`config.mk`:
```
export PLATFORM = sky130hd
export DESIGN_NAME = decode_stage
export DESIGN_NICKNAME = d
export VERILOG_FILES = /design/src/rtl/decode_stage_pkg.sv /design/src/rtl/decode_stage_reg_file.sv /design/src/rtl/decode_stage.sv
export SDC_FILE = /design/constraint.sdc
export NUM_CORES = 1
export LEC_CHECK = 0
export ABC_AREA = 1
export CORE_MARGIN = 1
export CORE_UTILIZATION = 60
export CTS_BUF_LIST = sky130_fd_sc_hd__clkbuf_8
export CTS_CLUSTER_SIZE = 16
export DETAILED_ROUTE_END_ITERATION = 16
export PLACE_DENSITY = 0.85
export SLEW_MARGIN = 0
export SYNTH_ARGS = -nofsm -noshare
export SYNTH_HDL_FRONTEND = slang
export SYNTH_SLANG_ARGS = --single-unit
```
`constraint.sdc`:
```
create_clock -name i_clk -period 21.3 [get_ports i_clk]
set_clock_uncertainty 0.15 [all_clocks]
set_input_delay 3.195 -clock i_clk [delete_from_list [all_inputs] [get_ports i_clk]]
set_output_delay 3.195 -clock i_clk [all_outputs]
set_load 0.1 [all_outputs]
```
`src/rtl/decode_stage_pkg.sv`:
```
// -----------------------------------------------------------------------------
// decode_pkg
// Shared definitions for the decode stage: instruction field positions,
// register-file geometry, the two-word assembly FSM state type and the
// ID/EX bundle struct, plus small helpers for field extraction.
// Optional feature macro used by the design: WB_BYPASS_EN (see reg_file).
// -----------------------------------------------------------------------------
package decode_pkg;

   localparam int DATA_W     = 16;
   localparam int ADDR_W     = 32;
   localparam int NREGS      = 8;
   localparam int REG_ADDR_W = 3;

   // Instruction word layout: {opcode[15:11], rs[10:8], rd[7:5], shmnt[4:0]}
   localparam int OPC_LSB   = 11;
   localparam int OPC_W     = 5;
   localparam int RS_LSB    = 8;
   localparam int RD_LSB    = 5;
   localparam int SHMNT_LSB = 0;
   localparam int SHMNT_W   = 5;

   // Bit inside the opcode that marks a two-word (immediate) instruction
   localparam int IMM_FLAG_BIT = 4;

   typedef enum logic {
      ST_FIRST    = 1'b0,
      ST_WAIT_IMM = 1'b1
   } state_t;

   typedef struct packed {
      logic                  valid;
      logic [OPC_W-1:0]      opcode;
      logic [REG_ADDR_W-1:0] rs;
      logic [REG_ADDR_W-1:0] rd;
      logic [SHMNT_W-1:0]    shmnt;
      logic [DATA_W-1:0]     rs_data;
      logic [DATA_W-1:0]     rd_data;
      logic                  is_imm;
      logic [DATA_W-1:0]     imm;
      logic [ADDR_W-1:0]     next_pc;
   } idex_t;

   function automatic logic is_two_word(input logic [DATA_W-1:0] instr);
      return instr[OPC_LSB + IMM_FLAG_BIT];
   endfunction

   function automatic logic [REG_ADDR_W-1:0] rs_field(input logic [DATA_W-1:0] instr);
      return instr[RS_LSB +: REG_ADDR_W];
   endfunction

   function automatic logic [REG_ADDR_W-1:0] rd_field(input logic [DATA_W-1:0] instr);
      return instr[RD_LSB +: REG_ADDR_W];
   endfunction

   // Build a valid ID/EX bundle from an instruction word and its operands.
   function automatic idex_t build_idex(input logic [DATA_W-1:0] instr,
                                        input logic [DATA_W-1:0] rs_data,
                                        input logic [DATA_W-1:0] rd_data,
                                        input logic              is_imm,
                                        input logic [DATA_W-1:0] imm,
                                        input logic [ADDR_W-1:0] next_pc);
      idex_t b;
      b.valid   = 1'b1;
      b.opcode  = instr[OPC_LSB +: OPC_W];
      b.rs      = instr[RS_LSB +: REG_ADDR_W];
      b.rd      = instr[RD_LSB +: REG_ADDR_W];
      b.shmnt   = instr[SHMNT_LSB +: SHMNT_W];
      b.rs_data = rs_data;
      b.rd_data = rd_data;
      b.is_imm  = is_imm;
      b.imm     = imm;
      b.next_pc = next_pc;
      return b;
   endfunction

endpackage

```
`src/rtl/decode_stage_reg_file.sv`:
```
// -----------------------------------------------------------------------------
// reg_file
// NREGS x DATA_W register file: one synchronous write port, two asynchronous
// read ports, asynchronous active-high reset clearing every register.
// r0 is an ordinary register (no hard-wired zero).
// Optional feature macro: WB_BYPASS_EN -- when defined, a read of the address
// being written this cycle returns the write data instead of the stored value.
//
// Ports:
//   i_clk, i_rst          clock, async active-high reset
//   i_we, i_waddr, i_wdata write port
//   i_raddr_a / o_rdata_a read port A
//   i_raddr_b / o_rdata_b read port B
// -----------------------------------------------------------------------------
module reg_file
   import decode_pkg::*;
(
   input  logic                  i_clk,
   input  logic                  i_rst,
   input  logic                  i_we,
   input  logic [REG_ADDR_W-1:0] i_waddr,
   input  logic [DATA_W-1:0]     i_wdata,
   input  logic [REG_ADDR_W-1:0] i_raddr_a,
   output logic [DATA_W-1:0]     o_rdata_a,
   input  logic [REG_ADDR_W-1:0] i_raddr_b,
   output logic [DATA_W-1:0]     o_rdata_b
);

   logic [DATA_W-1:0] r_regs [NREGS];
   logic [DATA_W-1:0] w_rdata_a;
   logic [DATA_W-1:0] w_rdata_b;

   always_ff @(posedge i_clk or posedge i_rst) begin
      if (i_rst) begin
         for (int i = 0; i < NREGS; i++) begin
            r_regs[i] <= '0;
         end
      end else if (i_we) begin
         r_regs[i_waddr] <= i_wdata;
      end
   end

   always_comb begin
      w_rdata_a = r_regs[i_raddr_a];
      w_rdata_b = r_regs[i_raddr_b];
`ifdef WB_BYPASS_EN
      // Forward the in-flight write so the consumer sees the new value now.
      if (i_we && (i_waddr == i_raddr_a)) w_rdata_a = i_wdata;
      if (i_we && (i_waddr == i_raddr_b)) w_rdata_b = i_wdata;
`endif
   end

   assign o_rdata_a = w_rdata_a;
   assign o_rdata_b = w_rdata_b;

endmodule

```
`src/rtl/decode_stage.sv`:
```
// -----------------------------------------------------------------------------
// decode_stage
// Second pipeline stage. Takes IF/ID words, splits them into opcode/rs/rd/
// shmnt, reads both source operands from the internal register file and
// registers the ID/EX bundle. A two-word instruction (opcode bit 4 set) is
// held in a hold register until its immediate word arrives, then emitted as
// one bundle. Optional feature macro: WB_BYPASS_EN (write-back forwarding
// inside reg_file).
//
// Handshake: there is no ready signal. An IF/ID word is consumed on every
// rising edge where i_ifid_valid=1, i_stall=0 and i_flush=0. o_idex_valid
// marks a new bundle; while i_stall=1 the bundle and all state are frozen
// and fetch must hold its word. i_flush beats i_stall and empties the stage.
//
// Ports:
//   i_clk, i_rst                  clock, async active-high reset
//   i_stall, i_flush              hazard/redirect control
//   i_ifid_valid/instr/next_pc    IF/ID buffer
//   i_wb_en/addr/data             write-back port into the register file
//   o_idex_*                      registered ID/EX buffer
//   o_dbg_state                   FSM state (0 = FIRST, 1 = WAIT_IMM)
// -----------------------------------------------------------------------------
module decode_stage
   import decode_pkg::*;
(
   input  logic                  i_clk,
   input  logic                  i_rst,
   input  logic                  i_stall,
   input  logic                  i_flush,
   input  logic                  i_ifid_valid,
   input  logic [DATA_W-1:0]     i_ifid_instr,
   input  logic [ADDR_W-1:0]     i_ifid_next_pc,
   input  logic                  i_wb_en,
   input  logic [REG_ADDR_W-1:0] i_wb_addr,
   input  logic [DATA_W-1:0]     i_wb_data,
   output logic                  o_idex_valid,
   output logic [OPC_W-1:0]      o_idex_opcode,
   output logic [REG_ADDR_W-1:0] o_idex_rs,
   output logic [REG_ADDR_W-1:0] o_idex_rd,
   output logic [SHMNT_W-1:0]    o_idex_shmnt,
   output logic [DATA_W-1:0]     o_idex_rs_data,
   output logic [DATA_W-1:0]     o_idex_rd_data,
   output logic                  o_idex_is_imm,
   output logic [DATA_W-1:0]     o_idex_imm,
   output logic [ADDR_W-1:0]     o_idex_next_pc,
   output logic                  o_dbg_state
);

   state_t                r_state;
   logic [DATA_W-1:0]     r_hold_instr;
   logic [ADDR_W-1:0]     r_hold_pc;
   idex_t                 r_idex;

   logic [REG_ADDR_W-1:0] w_rs_addr;
   logic [REG_ADDR_W-1:0] w_rd_addr;
   logic [DATA_W-1:0]     w_rs_data;
   logic [DATA_W-1:0]     w_rd_data;

   // Operands are read at the emitting edge: in WAIT_IMM that is the held
   // first word, so write-backs landing while we wait are picked up.
   assign w_rs_addr = (r_state == ST_WAIT_IMM) ? rs_field(r_hold_instr)
                                               : rs_field(i_ifid_instr);
   assign w_rd_addr = (r_state == ST_WAIT_IMM) ? rd_field(r_hold_instr)
                                               : rd_field(i_ifid_instr);

   reg_file u_reg_file (
      .i_clk     (i_clk),
      .i_rst     (i_rst),
      .i_we      (i_wb_en),
      .i_waddr   (i_wb_addr),
      .i_wdata   (i_wb_data),
      .i_raddr_a (w_rs_addr),
      .o_rdata_a (w_rs_data),
      .i_raddr_b (w_rd_addr),
      .o_rdata_b (w_rd_data)
   );

   always_ff @(posedge i_clk or posedge i_rst) begin
      if (i_rst) begin
         r_state      <= ST_FIRST;
         r_hold_instr <= '0;
         r_hold_pc    <= '0;
         r_idex       <= '0;
      end else if (i_flush) begin
         r_idex.valid <= 1'b0;
         r_state      <= ST_FIRST;
         r_hold_instr <= '0;
         r_hold_pc    <= '0;
      end else if (!i_stall) begin
         r_idex.valid <= 1'b0;
         if (i_ifid_valid) begin
            case (r_state)
               ST_FIRST: begin
                  if (is_two_word(i_ifid_instr)) begin
                     r_hold_instr <= i_ifid_instr;
                     r_hold_pc    <= i_ifid_next_pc;
                     r_state      <= ST_WAIT_IMM;
                  end else begin
                     r_idex <= build_idex(i_ifid_instr, w_rs_data, w_rd_data,
                                          1'b0, '0, i_ifid_next_pc);
                  end
               end
               ST_WAIT_IMM: begin
                  // The incoming word is data only; its opcode bits are ignored.
                  r_idex  <= build_idex(r_hold_instr, w_rs_data, w_rd_data,
                                        1'b1, i_ifid_instr, r_hold_pc);
                  r_state <= ST_FIRST;
               end
               default: r_state <= ST_FIRST;
            endcase
         end
      end
   end

   assign o_idex_valid   = r_idex.valid;
   assign o_idex_opcode  = r_idex.opcode;
   assign o_idex_rs      = r_idex.rs;
   assign o_idex_rd      = r_idex.rd;
   assign o_idex_shmnt   = r_idex.shmnt;
   assign o_idex_rs_data = r_idex.rs_data;
   assign o_idex_rd_data = r_idex.rd_data;
   assign o_idex_is_imm  = r_idex.is_imm;
   assign o_idex_imm     = r_idex.imm;
   assign o_idex_next_pc = r_idex.next_pc;
   assign o_dbg_state    = r_state;

endmodule

```
==> results by stage, run 1 <==
Outcome:
- The run finished with clean final reports.

Pwr:
- The design draws 1.76 mW.
- Across the VDD grid, the largest voltage drop is 63.8 uV.
- The power density relative to cell area is 112 nW/um2.
- The standby leakage power is 7.35 nW.

Setup path:
- The master of the slowest instance on the critical path is sky130_fd_sc_hd__buf_4.
- The number of buffers and inverters on the critical path is 4.
- The data arrival time of the worst path is 6200 ps.
- Broken down by cell family, the worst path's largest delay share belongs to buffers and inverters.
- The critical path data required time is 21,620 ps.
- The start of the worst register-to-register path is o_dbg_state.
- The delay of the slowest critical-path stage is 910 ps.
- The start point of the critical path is i_rst.
- The worst setup path is captured at an async pin.
- Of all nets on the critical path, the largest fanout is 121.
- Traced cell by cell, the critical path runs through clkdlybuf4s50_1 > inv_8 > buf_4 > buf_4.
- The critical path start-end classification is input pin to async pin.
- In this design, the critical path's most frequently occurring cell is sky130_fd_sc_hd__buf_4.
- The kind of start point of the critical path is an input pin.

Finish:
- The filler cells instantiated in the layout total 1,560.
- Of the cells placed in the final design, the portion with a size suffix greater than 1 is 0.0792.
- The finished cells cover 15,700 um2.
- The area growth from synthesis to layout is 19.0%.
- Leaving out filler cells and counting taps, the final layout contains 2,042.
- The count of antenna diodes in the layout is 0.
- After the last flow step, the layout net total stands at 1,811.

Timing:
- Dividing the final minimum period by the clock period gives 0.276.
- The count of final max-slew check failures was 0.
- For the final routed database, the setup TNS stands at 0 ps.
- For the pin with the worst max-slew slack, the measured transition is 1350 ps.
- The peak clock frequency supported by timing is 170 MHz.
- In this run the tightest slew margin relative to its limit is 0.0985.
- The count of final hold-check violations is 0.
- Setup repair after global routing left no endpoint under its margin.
- The smallest clock period supported by the final layout is computed as 5880 ps.
- In the post-route analysis, the smallest setup slack over all paths is 15,420 ps.
- Setup violations remaining at the end of the flow were counted as 0.

Synthesis:
- The cell count after synthesis is 1,627.
- The combined area of all synthesized cells is 13,200 um2.
- The proportion of synthesized chip area in sequential cells is 0.522.
- The number of warnings reported in the yosys synthesis log is 0.
- The post-synthesis net count is 1,700.
- The post-synthesis sequential element count is 275.
- The mean area per synthesized cell is 8.10 um2.
- The distinct cell type count after synthesis is 24.

CTS:
- CTS built an H-tree with a depth of 2.
- After clock tree synthesis, the clock-pin slew on the worst setup and hold paths is 70 ps.
- The number of gates resized after CTS was 0.
- No sink is reached through more buffers than the 3 on the longest clock path.
- The number of buffers inserted to repair setup after CTS is 0.
- The total clock sinks is 275.
- The cell sitting at the root of the clock tree is a sky130_fd_sc_hd__clkbuf_8.
- The number of hold buffers added after cts is 0.
- Buffers inserted during clock tree synthesis total 44.
- At the later pin of the worst-skew pair, clock insertion delay measures 560 ps.
- TritonCTS built the clock tree.

Global routing:
- The total global-route track usage is 0.342.
- The first-pass GRT wire length is 60.6 mm.
- The number of global-route vias before repair is 11,900.
- The remaining global-route overflow is 0.
- The number of antenna violations at the first check in global routing is 0.
- Entering global routing, the biggest net connects 122 pins.

Place:
- The congestion estimate from routability-driven global placement came to 0.817.
- The number of buffers added on ports is 171.
- Summed over all nets, the half-perimeter wirelength after detailed placement is 21.3 mm.
- The count of placed standard cells including taps is 1,967.
- The pre-CTS setup slack is 14,700 ps.
- The post-detailed-placement cell area is 14,800 um2.

Die:
- The initial cell density of the core is 0.619.
- The chip height is 150 um.
- The width of the chip is 150 um.
- After floorplanning, the core was divided into 53 placement rows.
- The placeable core region is 21,300 um2.
- The overall die area is 22,600 um2.
- In this run the count of I/O pins placed on the die edge is 172.

Routing:
- In the routed layout, each cell is associated on average with a via count of 6.05.
- The final routed wirelength across all metal layers is 37.8 mm.
- For this block, the initial DRC count from the detailed router was 1,548.
- Once detail routing completed, the nets flagged for antenna violations numbered 0.
- The mean routed wirelength per cell is 18.5 um.
- The pre-antenna-repair detailed-routing pass consisted of 8 iterations.
- For this run, design rule violations remaining after detail routing come to 0.
- Summing over every cut layer, the via total after detailed routing is 12,400.

Flow run:
- The number of maximum-capacitance constraint violations is 0.

Worst hold path:
- The startpoint of the most critical hold path is r_hold_pc[1].
- The kind of path behind the tightest hold check is flip-flop to flip-flop.
==> tightest hold or removal path: cells and delay by family, from the launching register on <==
kind	cells	cell delay, ps
flops	1	340
simple gates	2	110
==> layout make-up <==
type	count	area (um2)	area share
Clock buffer	56	771	0.0492
Clock inverter	19	114	0.00726
Inverter	76	293	0.0187
Multi-Input combinational cell	1151	5420	0.346
Sequential cell	275	6880	0.439
Tap cell	275	344	0.0219
Timing Repair Buffer	190	1850	0.118
==> registers in the layout, summed over array words and instances (netlist names), 5 cells and up <==
signal	count
r_hold_instr	16
o_idex_opcode	5
r_hold_pc	32
o_idex_imm	16
o_idex_shmnt	5
o_idex_next_pc	32
o_idex_rd_data	16
o_idex_rs_data	16
u_reg_file.r_regs	128
==> report_power, final <==
part           switching, mW  total, mW  internal [mW]
combinational          0.462      0.626          0.165
sequential            0.0664      0.681          0.614
clock                  0.205      0.453          0.248
total                  0.733       1.76           1.03
==> per-layer routing <==
layer,up-vias,track usage,wire length (um)
met4,0,0.146,1050
met5,-,0,0
met1,5755,0.471,15100
met2,835,0.523,17100
met3,106,0.0767,4540
li1,5658,-,-
==> through the flow <==
stage / util / hold WS (ps)
finish: 0.737 / 328
global route: 0.737 / 347
CTS: 0.737 / 333
detailed placement: 0.695 / 315
global placement: 0.695 / 312
floorplan: - / 299
==> synthesized netlist by cell type <==
| master | count | share of area |
|---|---|---|
| sky130_fd_sc_hd__a21oi_1 | 16 | 0.0061 |
| sky130_fd_sc_hd__a22oi_1 | 41 | 0.023 |
| sky130_fd_sc_hd__buf_2 | 52 | 0.020 |
| sky130_fd_sc_hd__buf_4 | 17 | 0.0097 |
| sky130_fd_sc_hd__buf_6 | 3 | 0.0026 |
| sky130_fd_sc_hd__clkbuf_1 | 52 | 0.015 |
| sky130_fd_sc_hd__clkbuf_2 | 1 | 0.00038 |
| sky130_fd_sc_hd__dfrtp_1 | 275 | 0.52 |
| sky130_fd_sc_hd__inv_1 | 72 | 0.021 |
| sky130_fd_sc_hd__inv_2 | 4 | 0.0011 |
| sky130_fd_sc_hd__nand2_1 | 451 | 0.13 |
| sky130_fd_sc_hd__nand2_2 | 2 | 0.00095 |
| sky130_fd_sc_hd__nand3_1 | 387 | 0.15 |
| sky130_fd_sc_hd__nand4_4 | 1 | 0.0016 |
| sky130_fd_sc_hd__nor2_1 | 20 | 0.0057 |
| sky130_fd_sc_hd__nor2_2 | 1 | 0.00048 |
| sky130_fd_sc_hd__nor3_1 | 1 | 0.00038 |
| sky130_fd_sc_hd__o21a_4 | 2 | 0.0023 |
| sky130_fd_sc_hd__o21ai_0 | 173 | 0.066 |
| sky130_fd_sc_hd__o21ai_1 | 19 | 0.0072 |
| sky130_fd_sc_hd__o21ai_2 | 3 | 0.0020 |
| sky130_fd_sc_hd__o21ai_4 | 2 | 0.0025 |
| sky130_fd_sc_hd__or2_1 | 1 | 0.00048 |
| sky130_fd_sc_hd__or2_2 | 31 | 0.015 |
==> layout by cell type (no fill, tap or decap), types with 2 or more instances in the layout <==
cell / n
sky130_fd_sc_hd__or2_2: 31
sky130_fd_sc_hd__a21oi_1: 16
sky130_fd_sc_hd__o21ai_1: 19
sky130_fd_sc_hd__o21ai_0: 173
sky130_fd_sc_hd__clkbuf_8: 56
sky130_fd_sc_hd__clkdlybuf4s50_1: 171
sky130_fd_sc_hd__inv_2: 4
sky130_fd_sc_hd__a22oi_1: 41
sky130_fd_sc_hd__o21ai_4: 4
sky130_fd_sc_hd__clkinv_2: 7
sky130_fd_sc_hd__clkinvlp_4: 2
sky130_fd_sc_hd__nand3_1: 387
sky130_fd_sc_hd__nand2_1: 445
sky130_fd_sc_hd__buf_4: 19
sky130_fd_sc_hd__nor2_1: 20
sky130_fd_sc_hd__o21a_4: 2
sky130_fd_sc_hd__dfrtp_1: 274
sky130_fd_sc_hd__inv_1: 80
sky130_fd_sc_hd__nand2_2: 8
==> cells by family after synthesis <==
group                  Yosys count  synth area share
AND/OR/NAND/NOR                895             0.300
buffers and inverters          201            0.0688
AO/OA/AOI/OAI                  256             0.109
flip-flops                     275             0.522
==> worst paths after layout <==
path                                           end  slack (ps)  cells after the start
worst min-delay path                  r_hold_pc[1]         330                      2
worst max register to register  o_idex_rd_data[11]       17270                     11
max in group i_clk              o_idex_rd_data[11]       15430                     10
worst max-delay path                   o_dbg_state       15420                      4
worst min register to register        r_hold_pc[1]         330                      2
min in group asynchronous       o_idex_rs_data[10]        3080                      2
No activity file was read; power rests on OpenSTA's default activity.
==> run 2: changes to the inputs <==
--- a/config.mk
+++ b/config.mk
@@ -7,11 +7,11 @@
 export LEC_CHECK = 0
 export ABC_AREA = 1
 export CORE_MARGIN = 1
-export CORE_UTILIZATION = 60
+export CORE_UTILIZATION = 57
 export CTS_BUF_LIST = sky130_fd_sc_hd__clkbuf_8
 export CTS_CLUSTER_SIZE = 16
 export DETAILED_ROUTE_END_ITERATION = 16
-export PLACE_DENSITY = 0.85
+export PLACE_DENSITY = 0.81
 export SLEW_MARGIN = 0
 export SYNTH_ARGS = -nofsm -noshare
 export SYNTH_HDL_FRONTEND = slang
==> constraint.sdc (replaced) <==
create_clock -name i_clk -period 5.5 [get_ports i_clk]
set_clock_uncertainty 0.15 [all_clocks]
set_input_delay 0.825 -clock i_clk [delete_from_list [all_inputs] [get_ports i_clk]]
set_output_delay 0.825 -clock i_clk [all_outputs]
set_load 0.1 [all_outputs]
==> results by stage, run 2 (synthesis gave the netlist of run 1 again) <==
Finish:
- The area added between synthesis and finish is 20.3%.
- The library cell used most frequently in the layout, excluding fill and tap cells, is sky130_fd_sc_hd__nand2_1.
- The register name with the most flops is u_reg_file.r_regs.
- The final instance area is 15,800 um2 (+1.0%).
- The fraction of final layout cells sized beyond drive strength 1 is 0.0844 (+0.00518).
- In the layout the commonest cells are sky130_fd_sc_hd__nand2_1, sky130_fd_sc_hd__nand3_1, sky130_fd_sc_hd__dfrtp_1, sky130_fd_sc_hd__o21ai_0, sky130_fd_sc_hd__clkdlybuf4s50_1.
- The final cell count without fillers was 2,063 (+1.0%).
- The count of nets after finishing came to 1,816 (+0.28%).
- The number of flip-flops in the largest register is 128 (unchanged).

Routing:
- The wire length on met1 is 16.0 mm (+5.7%).
- The met2 wirelength from detailed routing is 17.7 mm (+3.9%).
- Signal routing reaches up to met4.
- The mean routed wirelength per cell is 18.8 um (+1.4%).
- The number of violations reported at the end of detailed-routing iteration 0 was 1,439 (-7.0%).
- The final routed wirelength across all metal layers is 38.7 mm (+2.5%).
- The met3 wirelength from detailed routing is 3.95 mm (-13%).
- The detailed-routing iteration count for the pre-antenna-repair pass was 6 (-2).
- The detailed-route via count is 12,500 (+1.1%).
- The number of nets still failing antenna checks after routing is 0 (unchanged).
- The ratio of routed vias to standard cells is 6.05 (about the same).
- The DRC violation count after routing is 0 (unchanged).

Setup path:
- Among all stages on the critical path, the largest delay is contributed by sky130_fd_sc_hd__clkdlybuf4s50_1.
- The maximum net fanout on the critical path is 43 (-64%).
- The start of the worst register-to-register path is o_dbg_state.
- The flop-to-flop setup slack is 2480 ps (-14,790 ps).
- The count of cells along the worst register-to-register path came to 11 (unchanged).
- The critical path data required time is 4530 ps (-17,090 ps).
- Traced cell by cell, the critical path runs through buf_4 > clkdlybuf4s50_1.
- The worst setup path is captured at an output pin.
- The data arrival time of the worst path is 2970 ps (-3230 ps).
- The reg-to-reg endpoint is o_idex_rs_data[2].
- The delay of the slowest critical-path stage was 1230 ps (+320 ps).
- The critical path start-end classification is flip-flop to output pin.
- STA classifies the critical path startpoint as a flip-flop.

Pwr:
- The standby leakage power is 7.42 nW (+1.0%).
- The power density relative to cell area is 439 nW/um2 (+290%).
- The maximum vdd drop is 183 uV (+190%).

Global routing:
- The total global-route track usage is 0.333 (-0.00934).
- The remaining global-route overflow was 0 (unchanged).
- The number of antenna violations at the first check in global routing is 1 (+1).
- The number of global-route vias before repair is 12,200 (+1.9%).
- The maximum number of pins on one net before global-route repair is 128 (+4.9%).
- The first-pass GRT wire length is 62.9 mm (+3.7%).

CTS:
- The number of buffers inserted to repair setup after CTS is 0 (unchanged).
- The total clock sinks is 275 (unchanged).
- The maximum number of buffers from clock root to sink was 3 (unchanged).
- The clock transition at the registers of the reported paths is 60 ps (about the same).
- The number of resized instances in the post-cts repair step is 0 (unchanged).
- The number of hold buffers added after cts was 0 (unchanged).
- The clock latency on the worst-skew pair came to 570 ps (about the same).
- The CTS tree is done.
- The number of clock buffers inserted by TritonCTS was 45 (+2.3%).
- The H-tree depth is 2 (unchanged).
- Clock tree synthesis selected as its root buffer the cell sky130_fd_sc_hd__clkbuf_8.

Place:
- The last weighted congestion value of the routability-driven placer is 0.861 (+5.3%).
- The detailed placer's ending HPWL is 22.5 mm (+5.6%).
- The number of buffers added on ports is 171 (unchanged).
- The post-detailed-placement cell area is 14,900 um2 (+0.43%).
- The count of placed standard cells including taps is 1,981 (+0.71%).

Worst hold path:
- The startpoint of the most critical hold path is o_idex_rs[0].
- The worst hold path terminates at o_idex_rs[0].
- The kind of path behind the tightest hold check is flip-flop to flip-flop.
- The cell depth of the worst hold path is 2 (unchanged).

Timing:
- The count of final max-slew check failures came to 0 (unchanged).
- The final critical path time including I/O delays and setup is 3940 ps.
- The worst relative slew slack is 0.174 (+0.0750).
- The count of final hold-check violations was 0 (unchanged).
- Setup repair after global routing left no endpoint under its margin.
- The transition time of the tightest slew-check pin is 1240 ps (-111 ps).
- The total of endpoints with negative setup slack in the final report is 0 (unchanged).
- The total negative slack was 0 ps (unchanged).
- In the finished design, the share of the clock period the worst path needs comes to 0.717.
- Static timing analysis puts the maximum clock frequency at 254 MHz.

Die:
- The initial cell density of the core was 0.582 (-0.0370).
- The chip height was 154 um (+2.6%).
- The number of placement rows is 55 (+3.8%).
- The width of the chip is 154 um (+2.6%).
- The overall die area is 23,700 um2 (+5.2%).
- The placeable core region is 22,600 um2 (+6.4%).
- The number of I/O pins is 172 (unchanged).

Flow run:
- The number of maximum-capacitance constraint violations is 0 (unchanged).

Outcome:
- The flow ran to the end, and the final reports show no timing, DRC or antenna violations.
[run 2: cell types whose count changed in the layout (fill, tap and decap cells not counted)]
cell	previous run	this run
sky130_fd_sc_hd__buf_12	0	2
sky130_fd_sc_hd__buf_4	19	21
sky130_fd_sc_hd__clkbuf_8	56	64
sky130_fd_sc_hd__clkinv_2	7	6
sky130_fd_sc_hd__diode_2	0	1
sky130_fd_sc_hd__inv_8	1	0
[run 2: through the flow]
stage                     utilization  worst slack, ps  power, mW  hold slack, ps
after global routing            0.700             1450       7.26             348
after detailed placement        0.656             2050       5.07             316
after floorplan                     -              888       4.44             299
final                           0.700             1560       6.96             333
after global placement          0.656             2120       5.02             312
after CTS                       0.700             1560       6.96             333
[run 2: worst max path at each step]
stage	from	end	slack (ps)	cells after the start
finish	o_dbg_state	o_dbg_state	1560	2
CTS	o_dbg_state	o_dbg_state	1560	2
global placement	i_flush	o_idex_imm[12]	2120	6
floorplan	i_rst	o_dbg_state	890	1
detailed placement	i_flush	o_idex_imm[14]	2050	6
global route	o_dbg_state	o_dbg_state	1450	2
[run 2: final cells by class]
cell class                      count  area, um2
Tap cell                          285        357
Timing Repair Buffer              194       1910
Antenna cell                        1       2.50
Clock buffer                       64        881
Inverter                           76        289
Multi-Input combinational cell   1151       5420
Fill cell                        1784       6800
Clock inverter                     17        101
Sequential cell                   275       6880
[run 2: worst max-delay path: cells and delay by family (launching register included)]
kind                   cells  cell delay (ps)
buffers and inverters      2             1760
flip-flops                 1              650
[run 2: power breakdown]
group	total (mW)	switching, mW	internal, mW
sequential	2.64	0.260	2.38
clock	1.89	0.818	1.08
combinational	2.43	1.79	0.640
[run 2: routing by layer]
| layer | vias to the layer above | GRT usage |
|---|---|---|
| li1 | 5665 | - |
| met1 | 5978 | 0.454 |
| met2 | 739 | 0.523 |
| met3 | 108 | 0.0674 |
| met4 | 0 | 0.134 |
| met5 | - | 0 |
